$ cat config.mk
export PLATFORM = sky130hd
export DESIGN_NAME = reg_targetio_router
export DESIGN_NICKNAME = d
export VERILOG_FILES = /design/src/rtl/reg_targetio_router.sv
export SDC_FILE = /design/constraint.sdc
export NUM_CORES = 1
export LEC_CHECK = 0
export ABC_AREA = 1
export CORE_ASPECT_RATIO = 2
export CORE_MARGIN = 3
export CORE_UTILIZATION = 59
export DETAILED_ROUTE_END_ITERATION = 10
export GPL_TIMING_DRIVEN = 0
export PLACE_DENSITY = 0.86
export SETUP_SLACK_MARGIN = 0.15
export SLEW_MARGIN = 20
export SYNTH_ARGS = -nofsm -noshare
export SYNTH_HDL_FRONTEND = slang
export SYNTH_SLANG_ARGS = --single-unit
$ cat constraint.sdc
create_clock -name clk -period 3.85 [get_ports clk]
set_input_delay 0.9625 -clock clk [delete_from_list [all_inputs] [get_ports clk]]
set_output_delay 0.9625 -clock clk [all_outputs]
set_load 0.02 [all_outputs]
$ cat src/rtl/reg_targetio_router.sv
// Register-bus configured target-IO router: per-pin hi-Z / push-pull / open-drain / static level,
// with a break-before-make guard interval on every mode change and on target power-up.
module reg_targetio_router #(
    parameter int         NUM_IO      = 8,
    parameter logic [5:0] ADDR_MODE   = 6'd40,
    parameter logic [5:0] ADDR_LEVEL  = 6'd41,
    parameter logic [5:0] ADDR_GUARD  = 6'd42,
    parameter logic [5:0] ADDR_STATUS = 6'd43
) (
    input  logic              clk,
    input  logic              reset_i,
    input  logic [5:0]        reg_address,
    input  logic [15:0]       reg_bytecnt,
    input  logic [7:0]        reg_datai,
    output logic [7:0]        reg_datao,
    input  logic [15:0]       reg_size,
    input  logic              reg_read,
    input  logic              reg_write,
    input  logic              reg_addrvalid,
    input  logic [5:0]        reg_hypaddress,
    output logic [15:0]       reg_hyplen,
    input  logic [NUM_IO-1:0] src_i,
    input  logic [NUM_IO-1:0] io_in,
    input  logic              target_power_off_i,
    output logic [NUM_IO-1:0] io_out,
    output logic [NUM_IO-1:0] io_oe,
    output logic [NUM_IO-1:0] io_sync_o,
    output logic              busy_o
);

    localparam int MB = (NUM_IO + 3) / 4;
    localparam int IB = (NUM_IO + 7) / 8;

    typedef enum logic {ST_IDLE = 1'b0, ST_GUARD = 1'b1} state_t;

    logic [NUM_IO-1:0][1:0] mode_q, mode_d;
    logic [NUM_IO-1:0]      level_q, level_d;
    logic [7:0]             guard_q, guard_d;
    logic                   pwr_off_q;
    logic                   power_on_edge;
    logic                   wr_en;
    logic [NUM_IO-1:0]      mode_chg;
    logic [NUM_IO-1:0]      oe_next, out_next, busy_next, busy_ch;
    logic [NUM_IO-1:0]      oe_q, out_q, sync1_q, sync2_q;
    logic                   busy_q;
    logic [7:0]             rd_byte, rd_data_q;
    logic                   unused_size;

    assign unused_size   = ^reg_size;
    assign wr_en         = reg_write && reg_addrvalid;
    assign power_on_edge = pwr_off_q && !target_power_off_i;

    // Register file writes; bytes past the register length match no channel and fall away.
    always_comb begin
        mode_d  = mode_q;
        level_d = level_q;
        guard_d = guard_q;
        if (wr_en) begin
            if (reg_address == ADDR_MODE) begin
                for (int n = 0; n < NUM_IO; n++)
                    if (reg_bytecnt == 16'(n / 4)) mode_d[n] = reg_datai[2*(n%4) +: 2];
            end else if (reg_address == ADDR_LEVEL) begin
                for (int n = 0; n < NUM_IO; n++)
                    if (reg_bytecnt == 16'(n / 8)) level_d[n] = reg_datai[n%8];
            end else if (reg_address == ADDR_GUARD) begin
                if (reg_bytecnt == 16'd0) guard_d = reg_datai;
            end
        end
    end

    always_comb begin
        for (int n = 0; n < NUM_IO; n++) mode_chg[n] = (mode_d[n] != mode_q[n]);
    end

    for (genvar gi = 0; gi < NUM_IO; gi++) begin : g_ch
        state_t     state_q, state_d;
        logic [7:0] cnt_q, cnt_d;
        logic       oe_d, out_d;

        always_comb begin
            state_d = state_q;
            cnt_d   = cnt_q;
            oe_d    = 1'b0;
            out_d   = 1'b0;
            if (target_power_off_i) begin
                state_d = ST_IDLE;
                cnt_d   = 8'd0;
            end else if (mode_chg[gi] || (power_on_edge && mode_d[gi] != 2'b00)) begin
                if (guard_q == 8'd0) begin
                    state_d = ST_IDLE;
                    cnt_d   = 8'd0;
                end else begin
                    state_d = ST_GUARD;
                    cnt_d   = guard_q;
                end
            end else if (state_q == ST_GUARD) begin
                // Leaving on the count-of-one edge gives exactly guard_q busy cycles.
                if (cnt_q <= 8'd1) begin
                    state_d = ST_IDLE;
                    cnt_d   = 8'd0;
                end else begin
                    cnt_d = cnt_q - 8'd1;
                end
            end

            if (!target_power_off_i && state_d == ST_IDLE) begin
                unique case (mode_d[gi])
                    2'b00: begin oe_d = 1'b0;          out_d = 1'b0;        end
                    2'b01: begin oe_d = 1'b1;          out_d = src_i[gi];   end
                    2'b10: begin oe_d = ~src_i[gi];    out_d = 1'b0;        end
                    2'b11: begin oe_d = 1'b1;          out_d = level_d[gi]; end
                endcase
            end
        end

        always_ff @(posedge clk) begin
            if (reset_i) begin
                state_q <= ST_IDLE;
                cnt_q   <= 8'd0;
            end else begin
                state_q <= state_d;
                cnt_q   <= cnt_d;
            end
        end

        assign oe_next[gi]   = oe_d;
        assign out_next[gi]  = out_d;
        assign busy_next[gi] = (state_d == ST_GUARD);
        assign busy_ch[gi]   = (state_q == ST_GUARD);
    end

    always_comb begin
        rd_byte = 8'h00;
        if (reg_read && reg_addrvalid) begin
            case (reg_address)
                ADDR_MODE: begin
                    for (int n = 0; n < NUM_IO; n++)
                        if (reg_bytecnt == 16'(n / 4)) rd_byte[2*(n%4) +: 2] = mode_q[n];
                end
                ADDR_LEVEL: begin
                    for (int n = 0; n < NUM_IO; n++)
                        if (reg_bytecnt == 16'(n / 8)) rd_byte[n%8] = level_q[n];
                end
                ADDR_GUARD: begin
                    if (reg_bytecnt == 16'd0) rd_byte = guard_q;
                end
                ADDR_STATUS: begin
                    for (int n = 0; n < NUM_IO; n++) begin
                        if (reg_bytecnt == 16'(n / 8))      rd_byte[n%8] = sync2_q[n];
                        if (reg_bytecnt == 16'(IB + n / 8)) rd_byte[n%8] = busy_ch[n];
                    end
                end
                default: rd_byte = 8'h00;
            endcase
        end
    end

    always_comb begin
        case (reg_hypaddress)
            ADDR_MODE:   reg_hyplen = 16'(MB);
            ADDR_LEVEL:  reg_hyplen = 16'(IB);
            ADDR_GUARD:  reg_hyplen = 16'd1;
            ADDR_STATUS: reg_hyplen = 16'(2 * IB);
            default:     reg_hyplen = 16'd0;
        endcase
    end

    always_ff @(posedge clk) begin
        if (reset_i) begin
            mode_q    <= '0;
            level_q   <= '0;
            guard_q   <= 8'd10;
            pwr_off_q <= 1'b0;
            oe_q      <= '0;
            out_q     <= '0;
            busy_q    <= 1'b0;
            sync1_q   <= '0;
            sync2_q   <= '0;
            rd_data_q <= 8'h00;
        end else begin
            mode_q    <= mode_d;
            level_q   <= level_d;
            guard_q   <= guard_d;
            pwr_off_q <= target_power_off_i;
            oe_q      <= oe_next;
            out_q     <= out_next;
            busy_q    <= |busy_next;
            sync1_q   <= io_in;
            sync2_q   <= sync1_q;
            rd_data_q <= rd_byte;
        end
    end

    assign io_oe     = oe_q;
    assign io_out    = out_q;
    assign busy_o    = busy_q;
    assign io_sync_o = sync2_q;
    assign reg_datao = rd_data_q;

endmodule

# [After elaboration in Yosys (flattened, before gate mapping)]
# Index checks and enable logic that the tools add are counted.
[totals] inputBits=74 output_inout_bits=49 wordCells=345 reg_bits=146
[op_classes] n_mux=130 order_cmp=8 bitwise=27 reduce_logical=84 addsub=8 n_eq_ne=41
[op_table] cell="8-bit 2-to-1 mux" count=29
[op_table] cell="1-bit 2-to-1 mux" count=65
[op_table] cell="8-bit by 1-bit <= comparator with 1-bit output, second input constant" count=8
[op_table] cell="8-bit by 1-bit subtractor with 8-bit output, second input constant" count=8
[op_table] cell="2-bit OR reduction" count=28
[op_table] cell="6-bit equality test, second input constant" count=8
[op_table] cell="1-bit case mux with 3 select lines" count=16
[op_table] cell="2-bit equality test, second input constant" count=16
[op_table] cell="16-bit 2-to-1 mux" count=2
[op_table] cell="2-bit 2-to-1 mux" count=16
[op_table] cell="8-bit case mux with 4 select lines" count=1
[op_table] cell="2-bit nonzero test" count=16
[op_table] cell="1-bit inverter" count=27
[op_table] cell="1-bit logical AND" count=19
[op_table] cell="16-bit by 1-bit equality test with 1-bit output, second input constant" count=1
[op_table] cell="2-bit by 1-bit equality test with 1-bit output, second input constant" count=8
[op_table] cell="16-bit zero test" count=1
[op_table] cell="2-bit zero test" count=8
[op_table] cell="2-bit inequality test" count=8
[op_table] cell="8-bit zero test" count=1
[op_table] cell="1-bit logical OR" count=8
[op_table] cell="8-bit OR reduction" count=1
[op_table] cell="5-bit AND reduction" count=1
[op_table] cell="2-bit case mux with 2 select lines" count=1
[op_table] cell="1-bit zero test" count=1

# [Longest topological paths before layout]
[depth] ltp_word=13 depth_mapped=17 ltp_nobuf=15

# [Worst setup path before layout]
# Ideal clock, no wire load.
[synth_timing] kind="input -> output" from="input port reg_hypaddress[1]" to="output port reg_hyplen[1]" stages=2 arrival_ns=1.609 setup_slack_ns=1.279 required_time_ns=2.888 n_path_buf=0 path_cell_list="or2_2 > a21oi_1"
[synth_via] elab_chain_len=3 elab_cells_between_ends=7 classes_between="eq/ne (4); mux (1); reduce/logical (2)"
[synth_lines] element="start, declared" line="20" rtl="input logic [5:0] reg_hypaddress,"
[synth_lines] element="6-bit equality test" line="159" rtl="case (reg_hypaddress)"
[synth_lines] element="2-bit OR reduction (no line)"
[synth_lines] element="2-bit case mux with 2 select lines (*)" line="159"
[synth_lines] element="end, declared" line="21" rtl="output logic [15:0] reg_hyplen,"
# Mark *: on every way between the ends. The rest lies on a longest branch, timed or not.

# [Worst setup path after layout]
[layout_timing] from="input port reg_hypaddress[0]" to="output port reg_hyplen[1]"
# The elaborated chain is that of the path after synthesis.

==> results.cfg <==
[routing]
num_vias = 8507
ant_nets = 0
vias_per_cell = 5.779
dr.first_iter.drc_count = 692
totalWireLength_um = 24850
first_pass_iters = 6
wl_per_cell_um = 16.88
drc = 0

[cts]
cts.clk_slew.worst_paths_ns = 0.06
clkLatencyLatePin_ns = 0.43
clock-sinks = 146
cts_buffer_depth = 2
ctsResizeCount = 0
root_buffer = clkbuf_16
cts_setup_buffers = 0
htree_levels = 4
cts_tree = yes
numCtsBuffers = 17
postCtsHoldBufs = 0

[power]
internal-power_mw = 2.531
sequentialPowerShare_pct = 45.5
combPwrFrac_pct = 5.3
p_total_mw = 3.348
clkPwrFrac_pct = 49.2
p_sw_uw = 816.5
ir_drop_mv = 0.3358
p_leak_nw = 3.971
sw_frac_of_total_pct = 24.39
power.density_mw_per_mm2 = 339.8

[worst_setup_path]
cp_top_family = buffers and inverters
path_buf_inv = 2
required_ns = 2.89
crit_fanout = 2
cp_slowest_stage_delay_ns = 0.64
arrival_ns = 2.50
endpoint_kind = output pin
path_class = in2out
slowest_stage = clkdlybuf4s50_1
cp_cell_sequence = clkdlybuf4s50_1, or2_2, a21oi_1, clkdlybuf4s50_1
critPathLaunchType = primary input
crit_top_cell = clkdlybuf4s50_1

[grt]
grt_antenna_before_repair = 0
grt_pass1_vias = 8407
grt_max_degree = 17
grt_pass1_wl_um = 39400
grt_overflow = 0
track_usage_pct = 33.46

[floorplanning]
die_area_mm2 = 0.01529
coreArea_mm2 = 0.01344
rows = 60
io_pins = 123
start_util_pct = 60.42
die_w_um = 88.95
die_h_um = 171.9

[placed_design]
pre_cts_ws_ns = 0.3209
hpwl_um = 17940
gp_congestion = 1.022
port_buffers = 91

[timing]
finalSetupTns_ns = 0
layout_setup_ws_ns = 0.3896
rsz0062_at_grt = no
holdWs_ns = 0.4049
finalCritPeriodShare_pct = 89.88
slew_viol_final = 0
finClkSkew_ns = 0.01342
tightestPinTransition_ns = 1.121
fmaxAchievable_mhz = 289.0
min_period_ns = 3.460
relSlewSlack_pct = 24.70
finalSetupViolCount = 0
hold_violations = 0

[logic_synthesis]
synthesis.area_mm2 = 0.008119
synth_seq_cells = 146
postSynthAreaPerCell_um2 = 6.875
ys_warn_count = 0
postSynthCellCount = 1181
ys_async_sr_fraction_pct = 0
synth.distinct_cells = 40
synth-edff-count = 0
seq_area_frac_synth_pct = 36.00
synthFlopType = dfxtp_1

[final_layout]
nets = 1394
drive_gt1_share_pct = 9.871
fillers = 1029
synthToLayoutAreaGrowth_pct = 21.33
antennaDiodeCount = 0

[min_path]
min_path_type = reg2reg

[flow_run]
cap_violations = 0

[status]
outcome = completed
## cell usage after synthesis, types with 15 or more instances
cell type / count / share of area (%)
a21oi_1: 26 / 1.6
a31oi_1: 60 / 4.6
buf_4: 18 / 1.7
clkbuf_1: 23 / 1.1
dfxtp_1: 146 / 36
ha_1: 16 / 2.5
inv_1: 134 / 6.2
nand2_1: 355 / 16
nand3_1: 57 / 3.5
nand4_1: 15 / 1.2
nor2_1: 115 / 5.3
o21ai_0: 45 / 2.8
xor2_1: 28 / 3.0
## state kept, by name, indices dropped and copies added (netlist names)
register      count
io_out            8
sync1_q           8
g_ch.state_q      8
mode_q           16
io_sync_o         8
g_ch.cnt_q       64
level_q           8
reg_datao         8
io_oe             8
busy_o            1
pwr_off_q         1
guard_q           8
## tightest hold or removal path, cell delays in order (launching register included)
cell     delay, ns
dfxtp_1       0.30
inv_1         0.04
nor2_1        0.03
## cell usage in the layout, fill, tap and decap left out, drive strengths merged, types with 28 or more instances in the layout
cell	n
o21ai	49
xor2	28
dfxtp	146
a31oi	60
clkbuf	42
inv	144
nor2	140
nand2	364
clkdlybuf4s50	91
nand3	72
## worst paths after layout
path,start,to,slack [ns],cells past startpoint
hold / removal,sync1_q[1]$_SDFF_PP0_,io_sync_o[1]$_SDFF_PP0_,0.40,2
hold reg to reg,sync1_q[1]$_SDFF_PP0_,io_sync_o[1]$_SDFF_PP0_,0.40,2
setup / recovery,reg_hypaddress[0],reg_hyplen[1],0.39,4
setup reg to reg,pwr_off_q$_SDFF_PP0_,busy_o$_SDFF_PP0_,1.53,10
## power groups by stage
stage	clock (mW)	sequential [mW]	combinational, mW
after floorplan	0	1.56	0.0746
after global placement	0	1.56	0.170
after detailed placement	0	1.56	0.173
after CTS	1.64	1.52	0.173
after global routing	1.70	1.52	0.188
final	1.65	1.52	0.177
## layout make-up
cell class	instances	area, um^2	share of cell area [%]
Inverter	140	525.5	5.335
Multi-Input combinational cell	858	4415	44.82
Buffer	50	304.0	3.087
Tap cell	155	193.9	1.969
Timing Repair Buffer	91	910.9	9.247
Clock buffer	19	452.9	4.598
Sequential cell	146	2923	29.67
Clock inverter	13	125.1	1.270
## metrics by stage
stage	cells	util, %	area, um^2
6_report	1472	73.31	9851
5_1_grt	1472	73.31	9851
3_5_place_dp	1440	69.00	9273
3_3_place_gp	1440	69.00	9273
4_1_cts	1472	73.31	9851
2_1_floorplan	1194	-	8168
## cells by family after synthesis
family / count (synthesis) / share of synthesized area (%)
adder cells (fa/ha/maj): 16 / 2.466
flip-flops: 146 / 36.00
other: 1 / 0.04619
XOR/XNOR: 40 / 4.315
AO/OA/AOI/OAI: 161 / 12.00
AND/OR/NAND/NOR: 627 / 34.95
buffers and inverters: 190 / 10.22
## metal layers
metal	global-route usage (%)	part of all wire, %	vias up
li1	-	-	4017
met3	5.579	6.9	148
met5	0	0	-
met1	33.44	34	3881
met4	24.50	8.2	0
met2	59.97	51	461
Note: power is estimated with default switching activity, not from simulation.
